==> config.mk <==
export PLATFORM = sky130hd
export DESIGN_NAME = wave_osc
export DESIGN_NICKNAME = d
export VERILOG_FILES = /design/src/rtl/wave_osc_pkg.sv /design/src/rtl/wave_osc_phase_accumulator.sv /design/src/rtl/wave_osc.sv
export SDC_FILE = /design/constraint.sdc
export NUM_CORES = 1
export LEC_CHECK = 0
export ABC_AREA = 0
export CORE_ASPECT_RATIO = 1.5
export CORE_MARGIN = 2
export CORE_UTILIZATION = 50
export DETAILED_ROUTE_END_ITERATION = 16
export PLACE_DENSITY = 0.81
export REMOVE_ABC_BUFFERS = 1
export SYNTH_ARGS = -nofsm -noshare
export SYNTH_HDL_FRONTEND = slang
export SYNTH_HIERARCHICAL = 1
export SYNTH_SLANG_ARGS = --single-unit
==> constraint.sdc <==
create_clock -name clk -period 3.6 [get_ports clk]
set_input_delay 0.72 -clock clk [delete_from_list [all_inputs] [get_ports clk]]
set_output_delay 0.72 -clock clk [all_outputs]
set_load 0.01 [all_outputs]
==> src/rtl/wave_osc_pkg.sv <==
// Shared definitions for the wave_osc oscillator: mode encodings and reset constants.
// Latency: n/a (types, constants and a helper function only).
// Backpressure: n/a.
package wave_osc_pkg;

  typedef enum logic [1:0] {
    MODE_SQUARE = 2'd0,
    MODE_PULSE  = 2'd1,
    MODE_SAW    = 2'd2,
    MODE_TRI    = 2'd3
  } mode_e;

  // Active mode after reset.
  localparam mode_e MODE_RESET = MODE_SQUARE;

  // Active duty after reset is half scale: 2^(res_bits-1).
  function automatic int unsigned duty_reset_value(input int unsigned res_bits);
    return 32'd1 << (res_bits - 1);
  endfunction

endpackage

==> src/rtl/wave_osc_phase_accumulator.sv <==
// Phase accumulator: ACC_WIDTH register advancing by incr_i every clock, with adder carry-out.
// Latency: phase register updates one clock after incr_i is presented; carry_o is combinational.
// Backpressure: none; free-running every cycle.
module phase_accumulator #(
  parameter int ACC_WIDTH = 16,
  parameter int OUT_WIDTH = 8
) (
  input  logic                 clk_i,
  input  logic                 reset_i,
  input  logic [ACC_WIDTH-1:0] incr_i,
  output logic [OUT_WIDTH-1:0] phase_msb_o,
  output logic                 carry_o
);

  logic [ACC_WIDTH-1:0] phase_q;
  logic [ACC_WIDTH-1:0] phase_d;

  // Wrapping add; the bit that falls off the top is the wrap indication.
  always_comb begin
    {carry_o, phase_d} = {1'b0, phase_q} + {1'b0, incr_i};
  end

  // Phase register, cleared by synchronous reset.
  always_ff @(posedge clk_i) begin
    if (reset_i) begin
      phase_q <= '0;
    end else begin
      phase_q <= phase_d;
    end
  end

  assign phase_msb_o = phase_q[ACC_WIDTH-1 -: OUT_WIDTH];

endmodule

==> src/rtl/wave_osc.sv <==
// Phase-accumulator oscillator: square / pulse / saw / triangle with wrap-aligned double-buffered controls.
// Latency: wave_out lags phase by 1 clock; load -> busy 1 clock; active change -> first affected sample 2 clocks.
// Backpressure: none; one sample per clock. Build macro WAVE_OSC_TRIANGLE_EN enables the triangle shaper (else mode 3 = saw).
module wave_osc
  import wave_osc_pkg::*;
#(
  parameter int ACC_WIDTH       = 16,
  parameter int FREQ_WIDTH      = 8,
  parameter int RESOLUTION_BITS = 8
) (
  input  logic                       clk,
  input  logic                       reset,
  input  logic                       load,
  input  logic [FREQ_WIDTH-1:0]      frequency_control,
  input  logic [1:0]                 mode,
  input  logic [RESOLUTION_BITS-1:0] duty,
  output logic [RESOLUTION_BITS-1:0] wave_out,
  output logic                       wrap,
  output logic                       busy
);

  localparam int RES = RESOLUTION_BITS;
  localparam logic [RES-1:0] DUTY_RST = RES'(duty_reset_value(RES));

  // Active (in-use) control registers.
  logic [FREQ_WIDTH-1:0] freq_a_q, freq_a_d;
  mode_e                 mode_a_q, mode_a_d;
  logic [RES-1:0]        duty_a_q, duty_a_d;

  // Shadow registers written by load, copied to active at a safe point.
  logic [FREQ_WIDTH-1:0] freq_s_q, freq_s_d;
  mode_e                 mode_s_q, mode_s_d;
  logic [RES-1:0]        duty_s_q, duty_s_d;
  logic                  pending_q, pending_d;

  // Output registers.
  logic [RES-1:0]        wave_q, wave_d;
  logic                  wrap_q, wrap_d;

  logic [ACC_WIDTH-1:0]  incr;
  logic [RES-1:0]        p;
  logic                  carry;
  logic                  apply;

  assign incr = ACC_WIDTH'(freq_a_q);

  phase_accumulator #(
    .ACC_WIDTH (ACC_WIDTH),
    .OUT_WIDTH (RES)
  ) u_phase_accumulator (
    .clk_i       (clk),
    .reset_i     (reset),
    .incr_i      (incr),
    .phase_msb_o (p),
    .carry_o     (carry)
  );

  // Shadow/active update: apply at a wrap or immediately when stopped; a load lands in the shadow after any apply.
  always_comb begin
    apply     = pending_q && (carry || (freq_a_q == '0));
    freq_a_d  = freq_a_q;
    mode_a_d  = mode_a_q;
    duty_a_d  = duty_a_q;
    freq_s_d  = freq_s_q;
    mode_s_d  = mode_s_q;
    duty_s_d  = duty_s_q;
    pending_d = pending_q;
    if (apply) begin
      freq_a_d  = freq_s_q;
      mode_a_d  = mode_s_q;
      duty_a_d  = duty_s_q;
      pending_d = 1'b0;
    end
    if (load) begin
      freq_s_d  = frequency_control;
      mode_s_d  = mode_e'(mode);
      duty_s_d  = duty;
      pending_d = 1'b1;
    end
  end

  // Waveform shaping from the current phase top bits; registered below.
  always_comb begin
    wave_d = '0;
    wrap_d = carry;
    case (mode_a_q)
      MODE_SQUARE: wave_d = p[RES-1] ? '0 : '1;
      MODE_PULSE:  wave_d = (p < duty_a_q) ? '1 : '0;
      MODE_SAW:    wave_d = p;
`ifdef WAVE_OSC_TRIANGLE_EN
      // Fold the upper half back down: rises 0..MAX-1 in steps of 2, then falls to 0.
      MODE_TRI:    wave_d = {p[RES-2:0] ^ {(RES-1){p[RES-1]}}, 1'b0};
`else
      MODE_TRI:    wave_d = p;
`endif
      default:     wave_d = p;
    endcase
  end

  // Control and output state; reset discards any pending update.
  always_ff @(posedge clk) begin
    if (reset) begin
      freq_a_q  <= '0;
      mode_a_q  <= MODE_RESET;
      duty_a_q  <= DUTY_RST;
      freq_s_q  <= '0;
      mode_s_q  <= MODE_SQUARE;
      duty_s_q  <= '0;
      pending_q <= 1'b0;
      wave_q    <= '0;
      wrap_q    <= 1'b0;
    end else begin
      freq_a_q  <= freq_a_d;
      mode_a_q  <= mode_a_d;
      duty_a_q  <= duty_a_d;
      freq_s_q  <= freq_s_d;
      mode_s_q  <= mode_s_d;
      duty_s_q  <= duty_s_d;
      pending_q <= pending_d;
      wave_q    <= wave_d;
      wrap_q    <= wrap_d;
    end
  end

  assign wave_out = wave_q;
  assign wrap     = wrap_q;
  assign busy     = pending_q;

endmodule

==> impl_results.md, run 1 <==
* Status: finished clean
* CP Buf/Inv Count at 1
* Area of the multi-input gates at 1815 µm²
* Crit path DAT at 3290 ps
* Detail Placement HPWL at 4.368 mm
* Post-Route Skew at 8.781 ps
* DRT iter0 DRCs at 144
* Initial antenna violation count at 0
* Standard-cell row count at 35
* Die Ht at 102.1 µm
* Root Buffer: clkbuf_8
* Nets at 412
* Worst hold path type: reg -> reg
* Count of cell types in the netlist at 52
* Detailed Routing Iterations Pass 1 at 4
* Setup CP Type: reg -> reg
* Relative slew margins at 28.30%
* RSZ-0062 raised after global routing: false
* Post-cts repair resize count at 0
* Critical R2R Launch: freq_a_q[0]$_SDFFE_PP0P_
* Post-synth EDFFs at 0
* Post-synthesis sequential area ratio at 38.67%
* GRT Util Overall at 18.32%
* WL final at 5.876 mm
* Layout cells sized above 1 at 7.278%
* Post-Synthesis Cells at 338
* Final core area utilization at 59.74%
* CP max stage cell: nor2b_2
* First-pass GRT wire length at 10.34 mm
* Synth Area per Inst at 9.495 µm²
* Worst hold slack at 470.7 ps
* Number of max-cap violations at 0
* Final worst-path cycle share at 83.81%
* # DRC at 0
* Storage element area at 1241 µm²
* Area grow syn2layout at 14.93%
* Worst-path fanout max at 11
* Die W at 69.42 µm
* Gr ovfl total at 0
* Worst reg2reg setup slack at 580 ps
* Setup Buffers After CTS at 0
* Top_reg_cell synth: dfxtp_1
* Area of placed instances at 3501 µm²
* IO Count at 31
* WP depth at 11
* Lkg Pwr at 0.001563 µW
* Pwr dens at 518.8 nW/µm²
* Post-CTS Hold Buffers at 0
* Post-DRT Antenna Nets at 0
* DR vias at 2342
* Max VDD drop at 0.2863 mV
* #FFs+latches synth at 62
* Final Wtd Congestion at 0.9352
* Max Slew Vio Count at 0
* Critical path, cell by cell: ha_1 > fa_1 > a21o_2 > a311oi_2 > nor4_2 > nor2_1 > o31ai_1 > a21oi_1 > nor2b_2 > buf_4 > mux2i_1
* Data required, critical path at 3870 ps
* Num CTS Buffers at 9
* Post-placement cell count at 430
* Setup crit end kind: flop
* Crit path to: duty_a_q[5]$_SDFFE_PP0P_
* Worst Setup SP: freq_a_q[0]$_SDFFE_PP0P_
* Setup TNS Final at 0 ps
* IO buf count at 30
* DR WL/cell at 13.20 µm
* Vias per std cell at 5.263
* Warnings from Yosys at 6
* Worst R2R End: duty_a_q[5]$_SDFFE_PP0P_
* Clock Path Buffers at 2
* CTS clk-pin slew, worst paths at 70 ps
* Startpoint types: flop
* Clock sink total at 62
* # diodes at 0
* Filler instances at 519
* Largest net degree at the start of global routing at 51
* Fin. Hold Viols at 0
* Asr flop ratio synth at 0%
* Core area at 6175 µm²
* Worst-case reg-to-reg path depth at 11
* Final std cells w/o fill at 445
* Worst-margin pin slew at 1072 ps
* Delay-heaviest family, CP: simple AND/OR/NAND/NOR gates
* DIE AREA at 7089 µm²
* Clock Latency Late Sink at 340 ps
* H-tree depth at 3
* Slowest stage delay, CP at 400 ps
* Mapped cell area at 3209 µm²
* Starting density of the core at 51.98%
* Min cycle time layout at 3017 ps
* CTS tree: yes
* Vias in the first global route at 2413
* Fmax achieved at 331.4 MHz
* Final setup viols at 0
* Final Instance Area at 3689 µm²
## flip-flops by register name, summed over array words and instances (netlist names)
name / flops
freq_s_q: 8
mode_s_q: 2
wave_out: 8
duty_a_q: 8
busy: 1
u_phase_accumulator/phase_q: 16
freq_a_q: 8
duty_s_q: 8
mode_a_q: 2
wrap: 1
## synthesized netlist by cell type (all sizes together) (3+ instances only)
| master | number | area share (%) |
|---|---|---|
| nand3 | 3 | 0.47 |
| xnor2 | 6 | 1.6 |
| a21oi | 15 | 2.3 |
| nand2b | 25 | 4.9 |
| or2b | 8 | 1.9 |
| mux2 | 7 | 2.6 |
| mux2i | 35 | 11 |
| clkbuf | 5 | 0.58 |
| nor2b | 13 | 2.6 |
| nand2 | 16 | 1.9 |
| buf | 16 | 3.7 |
| a21o | 6 | 1.4 |
| o21ai | 10 | 1.6 |
| and3 | 3 | 0.58 |
| nor2 | 40 | 4.7 |
| nor4 | 3 | 0.97 |
| dfxtp | 62 | 39 |
| inv | 11 | 1.3 |
| ha | 23 | 9.0 |
## placed cells by master, fill, tap and decap left out, types with 11 or more instances in the layout
cell             synthesis  routed
a21oi_1                 15      15
clkdlybuf4s50_1          0      29
dfxtp_1                 62      62
ha_1                    23      23
inv_1                   11      11
mux2i_1                 35      35
nand2_1                 16      16
nand2b_1                25      25
nor2_1                  40      40
nor2b_1                 12      12
## logic make-up after synthesis
kind of cell / count (synthesis) / share of synthesized area (%)
fa+ha+maj: 24 / 9.591
compound gates: 54 / 11.70
simple gates: 115 / 18.67
buf+inv: 32 / 5.575
other cells: 1 / 0.1168
flops: 62 / 38.67
xor+xnor: 8 / 2.183
mux: 42 / 13.49
## how the worst min path moves through the flow
stage,startpoint,endpoint,slack [ps],depth (start not counted)
floorplan,duty_a_q[1]$_SDFFE_PP0P_,duty_a_q[1]$_SDFFE_PP0P_,450,2
global placement,duty_a_q[4]$_SDFFE_PP0P_,duty_a_q[4]$_SDFFE_PP0P_,460,2
CTS,duty_s_q[3]$_SDFFE_PP0P_,duty_a_q[3]$_SDFFE_PP0P_,480,2
global route,freq_s_q[5]$_SDFFE_PP0P_,freq_a_q[5]$_SDFFE_PP0P_,490,2
finish,duty_s_q[3]$_SDFFE_PP0P_,duty_a_q[3]$_SDFFE_PP0P_,470,2
detailed placement,freq_s_q[5]$_SDFFE_PP0P_,freq_a_q[5]$_SDFFE_PP0P_,470,2
## where the power goes
group          internal [µW]  leakage, µW  switching, µW
registers                771     0.000510           52.5
clock network            314    0.0000911            266
logic                    264     0.000962            247
## cell type report
class,count,area share [%]
inverters,11,1.119
repair buffers,32,8.412
multi-input cells,251,49.22
flip-flops and latches,62,33.65
clock inverters,6,1.730
well taps,74,2.510
clock buffers,9,3.358
## worst reg2reg max path: cells and delay by family, from the launching register on
kind,cells,cell delay [ps]
compound gates,4,770
fa+ha+maj,2,430
buf+inv,1,310
flops,1,370
mux,1,210
simple gates,3,880
## metrics by stage
stage,total power [µW],setup WS (ps)
3_3_place_gp,1324,769.9
6_report,1914,582.7
5_1_grt,2028,290.6
4_1_cts,1923,569.1
3_5_place_dp,1340,599.3
2_1_floorplan,1161,625.1
## routing by layer
layer / track usage [%] / vias up / share of wire [%]
li1: - / 1210 / -
met1: 19.63 / 1070 / 45
met2: 32.91 / 48 / 50
met3: 4.832 / 14 / 2.9
met4: 9.955 / 0 / 2.8
met5: 0 / - / 0
No activity file was read; power rests on OpenSTA's default activity.
==> inputs of run 2 (changes only) <==
--- a/config.mk
+++ b/config.mk
@@ -10,7 +10,7 @@
 export CORE_MARGIN = 2
 export CORE_UTILIZATION = 50
 export DETAILED_ROUTE_END_ITERATION = 16
-export PLACE_DENSITY = 0.81
+export PLACE_DENSITY = 0.84
 export REMOVE_ABC_BUFFERS = 1
 export SYNTH_ARGS = -nofsm -noshare
 export SYNTH_HDL_FRONTEND = slang
==> constraint.sdc (replaced) <==
create_clock -name clk -period 2.45 [get_ports clk]
set_input_delay 0.49 -clock clk [delete_from_list [all_inputs] [get_ports clk]]
set_output_delay 0.49 -clock clk [all_outputs]
set_load 0.01 [all_outputs]
==> run 2 against run 1 <==
  * The run now ends with negative setup slack left
  * Utilization rose by 5.1 points
  * Routed wire length rose by 17%
  * Final cell count rose by 4.9%
  * Clock-buffer cell count rose by 1
  * Critical path depth did not move
  * Register-to-register slack got worse by 680 ps
  * Flip-flop and latch count did not move
  * Clock power rose by 78%
  * Critical path type unchanged
  * Largest cell class unchanged
==> impl_results.md, run 2 (same netlist as run 1, synthesis figures left out) <==
* Starting density of the core at 51.98% (unchanged)
* Filler instances at 449 (-13%)
* Setup ws final at -97.32 ps (-680.0 ps)
* DIE AREA at 7089 µm² (unchanged)
* Clock Latency Late Sink at 350 ps (about the same)
* # DRC at 0 (unchanged)
* Post-placement cell count at 448 (+4.2%)
* # diodes at 0 (unchanged)
* Largest net degree at the start of global routing at 66 (+29%)
* Min cycle time layout at 2547 ps (-470.0 ps)
* Detail Placement HPWL at 4.796 mm (+9.8%)
* Max Slew Vio Count at 0 (unchanged)
* Startpoint types: flop
* DR WL/cell at 14.70 µm (+11%)
* Final core area utilization at 64.84% (+5.1 points)
* IO buf count at 30 (unchanged)
* DRT iter0 DRCs at 171 (+19%)
* Initial antenna violation count at 0 (unchanged)
* Setup TNS Final at -934.2 ps (-934.2 ps)
* Post-CTS Hold Buffers at 0 (unchanged)
* Worst hold slack at 481.1 ps (+10.47 ps)
* Clock Path Buffers at 2 (unchanged)
* Global-route layer with the greatest usage: met2
* Vias in the first global route at 2463 (+2.1%)
* Most common cell after layout, fill and taps aside: dfxtp_1
* Area of placed instances at 3661 µm² (+4.6%)
* Pwr dens at 773.8 nW/µm² (+49%)
* Crit path DAT at 2820 ps (-470 ps)
* Post-Route Skew at 8.036 ps (-0.7452 ps)
* Final Instance Area at 4004 µm² (+8.5%)
* Fin. Hold Viols at 0 (unchanged)
* Data required, critical path at 2720 ps (-1150 ps)
* Gr ovfl total at 0 (unchanged)
* Fmax achieved at 392.6 MHz (+18%)
* Standard-cell row count at 35 (unchanged)
* Relative slew margins at 59.89% (+32 points)
* RSZ-0062 raised after global routing: true
* Lkg Pwr at 0.001705 µW (+9.1%)
* Setup crit end kind: flop
* WL final at 6.863 mm (+17%)
* Root Buffer: clkbuf_8
* IO Count at 31 (unchanged)
* Die Ht at 102.1 µm (unchanged)
* H-tree depth at 3 (unchanged)
* CTS clk-pin slew, worst paths at 70 ps (about the same)
* Final Wtd Congestion at 0.9230 (-1.3%)
* Worst hold path type: reg -> reg
* Worst-margin pin slew at 600.3 ps (-471.9 ps)
* Detailed Routing Iterations Pass 1 at 5 (+1)
* First-pass GRT wire length at 11.03 mm (+6.6%)
* DR vias at 2514 (+7.3%)
* Num CTS Buffers at 9 (unchanged)
* Final setup viols at 18 (+18)
* Final worst-path cycle share at 104.0% (+20 points)
* Worst-path fanout max at 6 (-5)
* Largest Register: u_phase_accumulator/phase_q
* Max VDD drop at 0.5451 mV (+90%)
* Number of max-cap violations at 0 (unchanged)
* Largest register FFs at 16 (unchanged)
* Core area at 6175 µm² (unchanged)
* M2 GR Usage at 37.28% (+4.4 points)
* CTS tree: yes
* Vias per std cell at 5.383 (+2.3%)
* Die W at 69.42 µm (unchanged)
* Nets at 433 (+5.1%)
* Clock sink total at 62 (unchanged)
* Met1 Usage GRT at 21.11% (+1.5 points)
* Failing checks: negative setup slack
* Post-DRT Antenna Nets at 0 (unchanged)
* Area grow syn2layout at 24.76%
* Most frequent cells in the layout: dfxtp_1 (60), nor2_1 (40), mux2i_1 (34)
* GR Layer Usage met3 at 5.424% (+0.59 points)
* Setup CP Type: reg -> reg
* Layout cells sized above 1 at 14.50% (+7.2 points)
* Final std cells w/o fill at 467 (+4.9%)
* GRT Util Overall at 20.01% (+1.7 points)
* Status: finished, violations left
[run 2: layer usage]
metal / wire length [µm] / up-vias
li1: - / 1255
met1: 2801 / 1186
met2: 3627 / 59
met3: 230 / 14
met4: 204 / 0
met5: 0 / -
[run 2: what timing repair did]
item,in CTS,in global routing
resized for setup,2,12
cloned,0,1
buffers inserted,0,2
pin swaps,2,7
endpoints found under the setup margin,18,18
[run 2: final cells by class]
cell class	instances	area (µm²)	share of cell area, %
clock inverter	6	92.59	2.313
timing repair buffer	53	514.2	12.84
inverter	11	41.29	1.031
sequential	62	1244	31.06
clock buffer	10	137.6	3.438
tap	74	92.59	2.313
multi-input combinational	251	1882	47.00
[run 2: worst paths after layout]
path / from / endpoint / slack, ps / cells past startpoint
setup / recovery: u_phase_accumulator/phase_q[0]$_SDFF_PP0_ / duty_a_q[6]$_SDFFE_PP0P_ / -100 / 11
hold / removal: freq_s_q[4]$_SDFFE_PP0P_ / freq_a_q[4]$_SDFFE_PP0P_ / 480 / 2
hold reg to reg: freq_s_q[4]$_SDFFE_PP0P_ / freq_a_q[4]$_SDFFE_PP0P_ / 480 / 2
setup reg to reg: u_phase_accumulator/phase_q[0]$_SDFF_PP0_ / duty_a_q[6]$_SDFFE_PP0P_ / -100 / 11
[run 2: critical path: stages, from the launching register on]
cell,delay (ps)
dfxtp_2,350
ha_4,140
fa_2,220
a21o_4,140
a311oi_4,90
nor4_2,340
nor2_1,100
o31ai_2,370
a21oi_2,90
nor2b_4,250
clkbuf_16,200
mux2i_1,190
[run 2: power breakdown]
group / total, µW / internal, µW / switching [µW]
Sequential: 1210 / 1130 / 80.1
Clock: 1030 / 607 / 426
Combinational: 852 / 447 / 405
Total: 3100 / 2190 / 911
[run 2: through the flow]
step                      worst slack [ps]  power [µW]
after floorplan                     -524.9        1706
after global placement               24.22        1992
after detailed placement            -79.53        2028
after CTS                            13.73        3074
after global routing                -183.9        3260
final                               -97.32        3098
==> inputs of run 3 (changes only) <==
--- a/config.mk
+++ b/config.mk
@@ -12,6 +12,7 @@
 export DETAILED_ROUTE_END_ITERATION = 16
 export PLACE_DENSITY = 0.84
 export REMOVE_ABC_BUFFERS = 1
+export SETUP_SLACK_MARGIN = 0.2
 export SYNTH_ARGS = -nofsm -noshare
 export SYNTH_HDL_FRONTEND = slang
 export SYNTH_HIERARCHICAL = 1
==> run 3 against run 2 <==
  * The flow now finishes without violations
  * Worst setup slack improved by 180 ps
  * Critical path depth unchanged
  * Routed wire length decreased by 0.71%
  * Largest power group unchanged
  * Critical endpoint is now freq_a_q[5]$_SDFFE_PP0P_
==> impl_results.md, run 3 (same netlist as run 1, synthesis figures left out) <==
* Core area at 6175 µm² (unchanged)
* First-pass GRT wire length at 11.44 mm (+3.8%)
* Max VDD drop at 0.6178 mV (+13%)
* Delay-heaviest family, CP: compound AO/OA/AOI/OAI gates
* Worst-path fanout max at 12 (+6)
* Starting density of the core at 51.98% (unchanged)
* Critical R2R Launch: freq_a_q[0]$_SDFFE_PP0P_
* Fmax achieved at 422.4 MHz (+7.6%)
* Setup Slack @ Placement at -79.53 ps (unchanged)
* Gr ovfl total at 0 (unchanged)
* Most frequent cells in the layout: dfxtp_1 (60), nor2_1 (40), mux2i_1 (34)
* Worst reg2reg setup slack at 80 ps (+180 ps)
* Number of max-cap violations at 0 (unchanged)
* Die Ht at 102.1 µm (unchanged)
* Standard-cell row count at 35 (unchanged)
* Worst-margin pin slew at 583.0 ps (-17.33 ps)
* Clock sink total at 62 (unchanged)
* Detailed Routing Iterations Pass 1 at 4 (-1)
* Area of placed instances at 3661 µm² (unchanged)
* Crit path DAT at 2610 ps (-210 ps)
* Clock Path Buffers at 2 (unchanged)
* Lkg Pwr at 0.001709 µW (+0.27%)
* Post-Route Skew at 9.064 ps (+1.028 ps)
* Final std cells w/o fill at 466 (-0.21%)
* WL final at 6.814 mm (-0.71%)
* Area grow syn2layout at 24.02%
* # DRC at 0 (unchanged)
* DR WL/cell at 14.62 µm (-0.50%)
* Vias per std cell at 5.330 (-0.98%)
* Status: finished clean
* Post-placement cell count at 448 (unchanged)
* Worst-case reg-to-reg path depth at 11 (unchanged)
* WHS Endpoint: duty_a_q[6]$_SDFFE_PP0P_
* Final setup viols at 0 (-18)
* Final Wtd Congestion at 0.9230 (unchanged)
* Setup crit end kind: flop
* Number of cells on the worst hold path at 2 (unchanged)
* DIE AREA at 7089 µm² (unchanged)
* Slowest stage delay, CP at 340 ps (-30 ps)
* Largest net degree at the start of global routing at 66 (unchanged)
* Final Instance Area at 3980 µm² (-0.59%)
* Pwr dens at 783.2 nW/µm² (+1.2%)
* Num CTS Buffers at 9 (unchanged)
* Post-DRT Antenna Nets at 0 (unchanged)
* Vias in the first global route at 2536 (+3.0%)
* Nets at 432 (-0.23%)
* GRT Util Overall at 20.73% (+0.73 points)
* # diodes at 0 (unchanged)
* Setup ws final at 82.73 ps (+180.1 ps)
* CTS tree: yes
* Relative slew margins at 61.05% (+1.2 points)
* CTS clk-pin slew, worst paths at 70 ps (about the same)
* Most common cell after layout, fill and taps aside: dfxtp_1
* IO Count at 31 (unchanged)
* Max Slew Vio Count at 0 (unchanged)
* Hold wc startpoint: duty_a_q[6]$_SDFFE_PP0P_
* Initial antenna violation count at 0 (unchanged)
* DRT iter0 DRCs at 140 (-18%)
* Detail Placement HPWL at 4.796 mm (unchanged)
* Critical path, cell by cell: ha_4 > fa_2 > a21o_2 > a311oi_2 > nor4_2 > nor2_1 > o31ai_2 > a21oi_2 > nor2b_4 > buf_12 > mux2i_2
* Largest register FFs at 16 (unchanged)
* Layout cells sized above 1 at 15.31% (+0.80 points)
* Final core area utilization at 64.46% (-0.38 points)
* Min cycle time layout at 2367 ps (-180.1 ps)
* Final worst-path cycle share at 96.62% (-7.3 points)
* Startpoint types: flop
* Worst hold path type: reg -> reg
* Largest Register: u_phase_accumulator/phase_q
* Worst Setup SP: freq_a_q[0]$_SDFFE_PP0P_
* DR vias at 2484 (-1.2%)
* Fin. Hold Viols at 0 (unchanged)
* Data required, critical path at 2690 ps (-30 ps)
* IO buf count at 30 (unchanged)
* Worst R2R End: freq_a_q[5]$_SDFFE_PP0P_
* Root Buffer: clkbuf_8
* CP max stage cell: dfxtp_2
* Die W at 69.42 µm (unchanged)
* Setup CP Type: reg -> reg
* Clock Latency Late Sink at 350 ps (about the same)
* H-tree depth at 3 (unchanged)
* RSZ-0062 raised after global routing: true
* CP Buf/Inv Count at 1 (unchanged)
run 3: cell count changes in the layout (fill, tap and decap cells not counted), sizes merged:
cell / change
clkbuf: -1
run 3: worst register-to-register path: cells and delay by family, from the launching register on:
kind            cells  cell delay [ps]
buf+inv             1              160
fa+ha+maj           2              490
mux                 1              150
flops               1              340
compound gates      4              810
simple gates        3              330
run 3: routing by layer:
layer / wire (µm) / global-route usage [%] / up-vias
li1: - / - / 1250
met5: 0 / 0 / -
met3: 215 / 5.030 / 12
met2: 3680 / 39.20 / 50
met4: 137 / 8.748 / 0
met1: 2781 / 21.89 / 1172
run 3: final cells by class:
class,count,area [µm²]
Fill cell,453,2195
Multi-Input combinational cell,251,1883
Sequential cell,62,1244
Timing Repair Buffer,52,489.2
Clock buffer,10,137.6
Clock inverter,6,92.59
Tap cell,74,92.59
Inverter,11,41.29
run 3: worst max path at each step:
stage,to,cells after the start,slack (ps)
after floorplan,mode_a_q[1]$_SDFFE_PP0P_,10,-520
after global placement,freq_a_q[0]$_SDFFE_PP0P_,11,20
after detailed placement,mode_a_q[1]$_SDFFE_PP0P_,10,-80
after CTS,mode_a_q[0]$_SDFFE_PP0P_,11,80
after global routing,freq_a_q[5]$_SDFFE_PP0P_,11,-30
final,freq_a_q[5]$_SDFFE_PP0P_,11,80
run 3: stage by stage:
stage               setup TNS, ps  total power [µW]  hold WS (ps)
finish                          0              3117         481.4
global route               -73.81              3277         503.2
CTS                             0              3094         478.6
detailed placement         -916.8              2028         464.5
global placement                0              1992         462.0
floorplan                   -5860              1706         448.0
run 3: repair_timing:
action | 4_1_cts | 5_1_grt
pin swaps | 4 | 2
hold buffers | 0 | 0
setup buffers | 2 | 0
setup endpoints to repair | 22 | 23
resized for setup | 10 | 7
run 3: where the power goes:
group | leakage (µW) | switching (µW) | total [µW] | internal, µW
Sequential | 0.000511 | 79.4 | 1210 | 1130
Combinational | 0.00109 | 413 | 869 | 456
Clock | 0.000110 | 429 | 1040 | 607
Total | 0.00171 | 921 | 3120 | 2200
